[src/rtl/wb_posted_write_buffer.sv]
// Posted-write buffer between a Wishbone CPU master and the interconnect.
// Writes are queued and acked early; reads wait for the queue to drain.
module wb_posted_write_buffer #(
    parameter int AW         = 32,
    parameter int DW         = 32,
    parameter int DEPTH_LOG2 = 2
) (
    input  logic              wb_clk_i,
    input  logic              wb_rst_n_i,
    input  logic [AW-1:0]     wbs_adr_i,
    input  logic [DW-1:0]     wbs_dat_i,
    input  logic [DW/8-1:0]   wbs_sel_i,
    input  logic              wbs_we_i,
    input  logic              wbs_cyc_i,
    input  logic              wbs_stb_i,
    output logic [DW-1:0]     wbs_dat_o,
    output logic              wbs_ack_o,
    output logic              wbs_err_o,
    output logic [AW-1:0]     wbm_adr_o,
    output logic [DW-1:0]     wbm_dat_o,
    output logic [DW/8-1:0]   wbm_sel_o,
    output logic              wbm_we_o,
    output logic              wbm_cyc_o,
    output logic              wbm_stb_o,
    output logic [2:0]        wbm_cti_o,
    output logic [1:0]        wbm_bte_o,
    input  logic [DW-1:0]     wbm_dat_i,
    input  logic              wbm_ack_i,
    input  logic              wbm_err_i,
    output logic              idle_o,
    output logic              wr_err_o,
    output logic [AW-1:0]     wr_err_adr_o,
    input  logic              wr_err_clr_i
);

    localparam int SW    = DW / 8;
    localparam int DEPTH = 1 << DEPTH_LOG2;

    localparam logic [DEPTH_LOG2:0]   CNT_FULL = (DEPTH_LOG2 + 1)'(DEPTH);
    localparam logic [DEPTH_LOG2:0]   CNT_ZERO = (DEPTH_LOG2 + 1)'(0);
    localparam logic [DEPTH_LOG2:0]   CNT_ONE  = (DEPTH_LOG2 + 1)'(1);
    localparam logic [DEPTH_LOG2-1:0] PTR_ZERO = DEPTH_LOG2'(0);
    localparam logic [DEPTH_LOG2-1:0] PTR_ONE  = DEPTH_LOG2'(1);

    localparam logic [1:0] ST_IDLE  = 2'd0;
    localparam logic [1:0] ST_WRITE = 2'd1;
    localparam logic [1:0] ST_READ  = 2'd2;

    logic [AW-1:0]         fifo_adr_r [DEPTH];
    logic [DW-1:0]         fifo_dat_r [DEPTH];
    logic [SW-1:0]         fifo_sel_r [DEPTH];
    logic [DEPTH_LOG2-1:0] wr_ptr_r;
    logic [DEPTH_LOG2-1:0] rd_ptr_r;
    logic [DEPTH_LOG2:0]   count_r;
    logic [1:0]            state_r;
    logic                  wr_ack_r;

    logic full_s;
    logic empty_s;
    logic wr_req_s;
    logic rd_req_s;
    logic push_s;
    logic pop_s;
    logic rd_live_s;
    logic wr_err_set_s;

    assign full_s       = (count_r == CNT_FULL);
    assign empty_s      = (count_r == CNT_ZERO);
    assign wr_req_s     = wbs_cyc_i & wbs_stb_i & wbs_we_i;
    assign rd_req_s     = wbs_cyc_i & wbs_stb_i & ~wbs_we_i;
    // Fullness uses the pre-pop count: a push never relies on a same-cycle pop.
    assign push_s       = wr_req_s & ~full_s & ~wr_ack_r;
    assign pop_s        = (state_r == ST_WRITE) & (wbm_ack_i | wbm_err_i);
    // A read response is only forwarded while the CPU is still asking for it.
    assign rd_live_s    = (state_r == ST_READ) & rd_req_s;
    assign wr_err_set_s = pop_s & wbm_err_i;

    assign idle_o    = empty_s & (state_r == ST_IDLE);
    assign wbm_cti_o = 3'b000;
    assign wbm_bte_o = 2'b00;

    // CPU-side response mux: early write ack, or read pass-through.
    always_comb begin
        wbs_ack_o = wr_ack_r;
        wbs_err_o = 1'b0;
        wbs_dat_o = {DW{1'b0}};
        if (rd_live_s) begin
            wbs_ack_o = wr_ack_r | wbm_ack_i;
            wbs_err_o = wbm_err_i;
            wbs_dat_o = wbm_dat_i;
        end else begin
            wbs_ack_o = wr_ack_r;
            wbs_err_o = 1'b0;
            wbs_dat_o = {DW{1'b0}};
        end
    end

    // FIFO storage; contents need no reset since pointers gate validity.
    always_ff @(posedge wb_clk_i) begin
        if (push_s) begin
            fifo_adr_r[wr_ptr_r] <= wbs_adr_i;
            fifo_dat_r[wr_ptr_r] <= wbs_dat_i;
            fifo_sel_r[wr_ptr_r] <= wbs_sel_i;
        end
    end

    // FIFO pointers, occupancy and early write ack.
    always_ff @(posedge wb_clk_i or negedge wb_rst_n_i) begin
        if (!wb_rst_n_i) begin
            wr_ptr_r <= PTR_ZERO;
            rd_ptr_r <= PTR_ZERO;
            count_r  <= CNT_ZERO;
            wr_ack_r <= 1'b0;
        end else begin
            wr_ack_r <= push_s;
            if (push_s) begin
                wr_ptr_r <= wr_ptr_r + PTR_ONE;
            end
            if (pop_s) begin
                rd_ptr_r <= rd_ptr_r + PTR_ONE;
            end
            case ({push_s, pop_s})
                2'b10:   count_r <= count_r + CNT_ONE;
                2'b01:   count_r <= count_r - CNT_ONE;
                default: count_r <= count_r;
            endcase
        end
    end

    // Master-side FSM; one idle cycle always separates transactions.
    always_ff @(posedge wb_clk_i or negedge wb_rst_n_i) begin
        if (!wb_rst_n_i) begin
            state_r   <= ST_IDLE;
            wbm_adr_o <= {AW{1'b0}};
            wbm_dat_o <= {DW{1'b0}};
            wbm_sel_o <= {SW{1'b0}};
            wbm_we_o  <= 1'b0;
            wbm_cyc_o <= 1'b0;
            wbm_stb_o <= 1'b0;
        end else begin
            case (state_r)
                ST_IDLE: begin
                    if (!empty_s) begin
                        wbm_adr_o <= fifo_adr_r[rd_ptr_r];
                        wbm_dat_o <= fifo_dat_r[rd_ptr_r];
                        wbm_sel_o <= fifo_sel_r[rd_ptr_r];
                        wbm_we_o  <= 1'b1;
                        wbm_cyc_o <= 1'b1;
                        wbm_stb_o <= 1'b1;
                        state_r   <= ST_WRITE;
                    end else if (rd_req_s) begin
                        wbm_adr_o <= wbs_adr_i;
                        wbm_dat_o <= {DW{1'b0}};
                        wbm_sel_o <= wbs_sel_i;
                        wbm_we_o  <= 1'b0;
                        wbm_cyc_o <= 1'b1;
                        wbm_stb_o <= 1'b1;
                        state_r   <= ST_READ;
                    end else begin
                        state_r   <= ST_IDLE;
                    end
                end
                ST_WRITE, ST_READ: begin
                    if (wbm_ack_i || wbm_err_i) begin
                        wbm_cyc_o <= 1'b0;
                        wbm_stb_o <= 1'b0;
                        state_r   <= ST_IDLE;
                    end else begin
                        state_r   <= state_r;
                    end
                end
                default: begin
                    wbm_cyc_o <= 1'b0;
                    wbm_stb_o <= 1'b0;
                    state_r   <= ST_IDLE;
                end
            endcase
        end
    end

    // Sticky posted-write error; only the first failing address is kept.
    always_ff @(posedge wb_clk_i or negedge wb_rst_n_i) begin
        if (!wb_rst_n_i) begin
            wr_err_o     <= 1'b0;
            wr_err_adr_o <= {AW{1'b0}};
        end else if (wr_err_set_s) begin
            wr_err_o <= 1'b1;
            if (!wr_err_o) begin
                wr_err_adr_o <= wbm_adr_o;
            end
        end else if (wr_err_clr_i) begin
            wr_err_o <= 1'b0;
        end
    end

endmodule

[config.mk]
export PLATFORM = sky130hd
export DESIGN_NAME = wb_posted_write_buffer
export DESIGN_NICKNAME = d
export VERILOG_FILES = /design/src/rtl/wb_posted_write_buffer.sv
export SDC_FILE = /design/constraint.sdc
export NUM_CORES = 1
export LEC_CHECK = 0
export ABC_AREA = 1
export CAP_MARGIN = 15
export CORE_ASPECT_RATIO = 0.9
export CORE_MARGIN = 3
export CORE_UTILIZATION = 45
export DETAILED_ROUTE_END_ITERATION = 16
export PLACE_DENSITY = 0.69
export SLEW_MARGIN = 20
export SYNTH_ARGS = -nofsm -noshare
export SYNTH_HDL_FRONTEND = slang
export SYNTH_SLANG_ARGS = --single-unit
[constraint.sdc]
create_clock -name wb_clk_i -period 5.3 [get_ports wb_clk_i]
set_clock_uncertainty 0.15 [all_clocks]
set_input_delay 1.06 -clock wb_clk_i [delete_from_list [all_inputs] [get_ports wb_clk_i]]
set_output_delay 1.06 -clock wb_clk_i [all_outputs]
set_load 0.005 [all_outputs]
==> out/qor.csv <==
metric,value,unit
power share of the clock group,0.271,
initial antenna violation count,3,
Clock transition at path regs,0.06,ns
final period utilization,0.715,
ratio of cells with drive above 1 in the final layout,0.0529,
startpoint-to-endpoint class of the critical path,in -> out,
relative contribution of sequential cells to total power,0.405,
half-perimeter wire length after placement,21400,um
Die Footprint,36900,um2
# setup viols final,0,
pin count of the biggest net entering global routing,83,
I/O Buffers,246,
most instantiated cells after synthesis,"sky130_fd_sc_hd__nand2_1 (561), sky130_fd_sc_hd__edfxtp_1 (272), sky130_fd_sc_hd__nand3_1 (170)",
wire length reported by the detailed router,36100,um
most repeated cell in the gate-level netlist after synthesis,sky130_fd_sc_hd__nand2_1,
via count,10600,
sink count of the clock tree,385,
first drt pass iteration count,5,
post-route setup TNS,0,ns
setup repair after global routing missed its margin,false,
arrival time of data at the critical path endpoint,2.58,ns
number of remaining DRC errors,0,
leakage power,8.26,nW
post-synth top area cell,sky130_fd_sc_hd__edfxtp_1,
number of buffers on the longest clock path,3,
number of DRC violations after detailed-routing iteration 0,751,
Setup Slack @ Placement,1.52,ns
Final Max Tran Viols,0,
number of filler instances in the final layout,2846,
smallest setup slack after layout,1.51,ns
outcome,"finished, final reports clean",
Synth async-reset ratio,0.294,
"Gates resized, CTS repair",0,
CTS Buf Count,41,
number of flops mapped to enable cells by yosys,272,
maxcap violations,0,
count of cell types in the netlist,30,
Startpoint Class,primary input,
"Top FF cell, synth",sky130_fd_sc_hd__edfxtp_1,
die width,202,um
Avg Inst Size Synth,10.7,um2
combinational share of power,0.325,
Sequential cell area,11000,um2
global-route met2 utilization,0.333,
worst slew margin relative to its limit,0.281,
wire length of the first global-routing pass,57500,um
Routed WL per cell,16.5,um
gpl congestion,0.724,
number of setup buffers added after CTS,0,
number of H-tree levels,2,
worst vdd rail ir drop,0.000300,V
met1 capacity usage during global routing,0.261,
height of the chip,183,um
switching portion of total power,0.340,
maximum clock frequency,0.264,GHz
vias per cell,4.87,
synthesized cell area,15600,um2
Tmin final,3.79,ns
number of hold violations in the final report,0,
site row count,64,
number of nets in the layout,1803,
IO Pins,252,
clock tree root driver cell,sky130_fd_sc_hd__clkbuf_16,
synthesized flop and latch total,385,
TritonCTS clock tree,done,
clock latency reported for the late side of the worst-skew pair,0.53,ns
Crit. End Element,output port,
Ys Warns,0,
relative area change from synthesis to final layout,26.7,%
register area share after synthesis,0.705,
Multi-input gate area,3790,um2
post-detailed-route count of antenna-violating nets,0,
number of global-route vias before repair,10600,
initial cell density of the core,0.457,
top area cells in the synthesized netlist,"sky130_fd_sc_hd__edfxtp_1 (52%), sky130_fd_sc_hd__dfrtp_1 (18%), sky130_fd_sc_hd__nand2_1 (13%)",
total global routing track utilization,0.194,
internal power consumption,6.99,mW
number of buffers inserted for hold repair after clock tree synthesis,0,
area share of the largest cell type after synthesis,0.524,
power density cells,536,nW/um2
standard cell core area,34100,um2
met3 capacity usage during global routing,0.0366,
actual transition at the worst max-transition pin,1.08,ns
Critical Path RT,4.09,ns
Net Sw Power,3.60,mW
HP Class,reg -> reg,
cells after synthesis,1458,
layer with the highest usage after global routing,met2,
gr ovfl total,0,
peak fanout along the critical path,34,
[per-stage QoR]
stage	hold slack, ns	instance area, um2	utilization	power [mW]	std cells
finish	0.319	19800	0.579	10.6	2182
global route	0.341	19800	0.579	11.4	2181
CTS	0.323	19800	0.579	10.7	2181
detailed placement	0.308	18400	0.539	7.84	2105
global placement	0.307	18400	0.539	7.75	2105
floorplan	0.315	15600	-	6.28	1462
[layout by cell type, fill, tap and decap left out, types with 2 or more instances in the layout]
cell type,Yosys,final
sky130_fd_sc_hd__nand2_1,561,561
sky130_fd_sc_hd__edfxtp_1,272,272
sky130_fd_sc_hd__clkdlybuf4s50_1,0,245
sky130_fd_sc_hd__nand3_1,170,170
sky130_fd_sc_hd__inv_1,114,114
sky130_fd_sc_hd__dfrtp_1,113,111
sky130_fd_sc_hd__o21ai_0,42,42
sky130_fd_sc_hd__clkbuf_16,0,41
sky130_fd_sc_hd__nor2_1,44,40
sky130_fd_sc_hd__o21ai_1,25,25
sky130_fd_sc_hd__buf_4,10,16
sky130_fd_sc_hd__clkbuf_1,23,12
sky130_fd_sc_hd__ha_1,8,8
sky130_fd_sc_hd__a21oi_1,7,7
sky130_fd_sc_hd__clkinv_2,0,6
sky130_fd_sc_hd__nor2_4,1,5
sky130_fd_sc_hd__conb_1,1,5
sky130_fd_sc_hd__clkinv_1,0,5
sky130_fd_sc_hd__bufinv_16,0,5
sky130_fd_sc_hd__xor2_1,4,4
sky130_fd_sc_hd__inv_6,0,3
sky130_fd_sc_hd__clkbuf_8,0,3
sky130_fd_sc_hd__nand4_1,2,2
sky130_fd_sc_hd__nand2_2,2,2
sky130_fd_sc_hd__dfrtp_4,0,2
[cells by family (layout without fill, tap and decap cells)]
logic type / Yosys count / after routing / share of synthesized area
xor+xnor: 5 / 5 / 0.00281
simple gates: 783 / 783 / 0.204
fa+ha+maj: 9 / 9 / 0.00770
flops: 385 / 385 / 0.705
buf+inv: 198 / 455 / 0.0550
compound gates: 77 / 77 / 0.0252
other cells: 1 / 6 / 0.000240
[worst paths after layout]
path                               start            end  slack [ns]  cells after the start
min reg2reg                wbm_dat_o[15]  wbm_dat_o[15]        0.32                      2
max in group asynchronous     wb_rst_n_i  wbm_dat_o[16]        3.66                      2
min                        wbm_dat_o[15]  wbm_dat_o[15]        0.32                      2
max                            wbs_cyc_i      wbs_ack_o        1.51                      5
min in group asynchronous     wb_rst_n_i  wbm_adr_o[30]        0.44                      1
max reg2reg                  rd_ptr_r[1]  wbm_adr_o[17]        2.13                      7
[worst max-delay path, stage by stage]
cell and delay (ns):
sky130_fd_sc_hd__clkdlybuf4s50_1 0.51, sky130_fd_sc_hd__nand4_1 0.10, sky130_fd_sc_hd__buf_4 0.24, sky130_fd_sc_hd__o21bai_1 0.15
sky130_fd_sc_hd__clkdlybuf4s50_1 0.52
[layer usage]
metal	vias up	wire length (um)
li1	5220	-
met1	5082	15900
met2	265	17700
met3	49	1880
met4	6	500
met5	-	38
[power groups by stage]
| stage | Sequential [mW] | Clock, mW | Combinational (mW) |
|---|---|---|---|
| 2_1_floorplan | 4.13 | 0 | 2.16 |
| 3_3_place_gp | 4.34 | 0 | 3.41 |
| 3_5_place_dp | 4.35 | 0 | 3.49 |
| 4_1_cts | 4.30 | 2.93 | 3.51 |
| 5_1_grt | 4.37 | 3.05 | 3.93 |
| 6_report | 4.29 | 2.87 | 3.44 |
[sequential cells by signal, summed over array words and instances, names as in the netlist]
signal and cells:
fifo_adr_r 128, fifo_dat_r 128, wbm_adr_o 32, wbm_dat_o 32
wr_err_adr_o 32, fifo_sel_r 16, wbm_sel_o 4, count_r 3
rd_ptr_r 2, state_r 2, wr_ptr_r 2, wbm_stb_o 1
wbm_we_o 1, wr_ack_r 1, wr_err_o 1
[area by class of cell]
type / count / area share
Timing Repair Buffer: 262 / 0.131
Tap cell: 462 / 0.0292
Antenna cell: 1 / 0.000127
Multi-Input combinational cell: 879 / 0.192
Inverter: 117 / 0.0224
Sequential cell: 385 / 0.557
Clock buffer: 56 / 0.0563
Clock inverter: 20 / 0.0127
(Power assumes the default switching activity.)
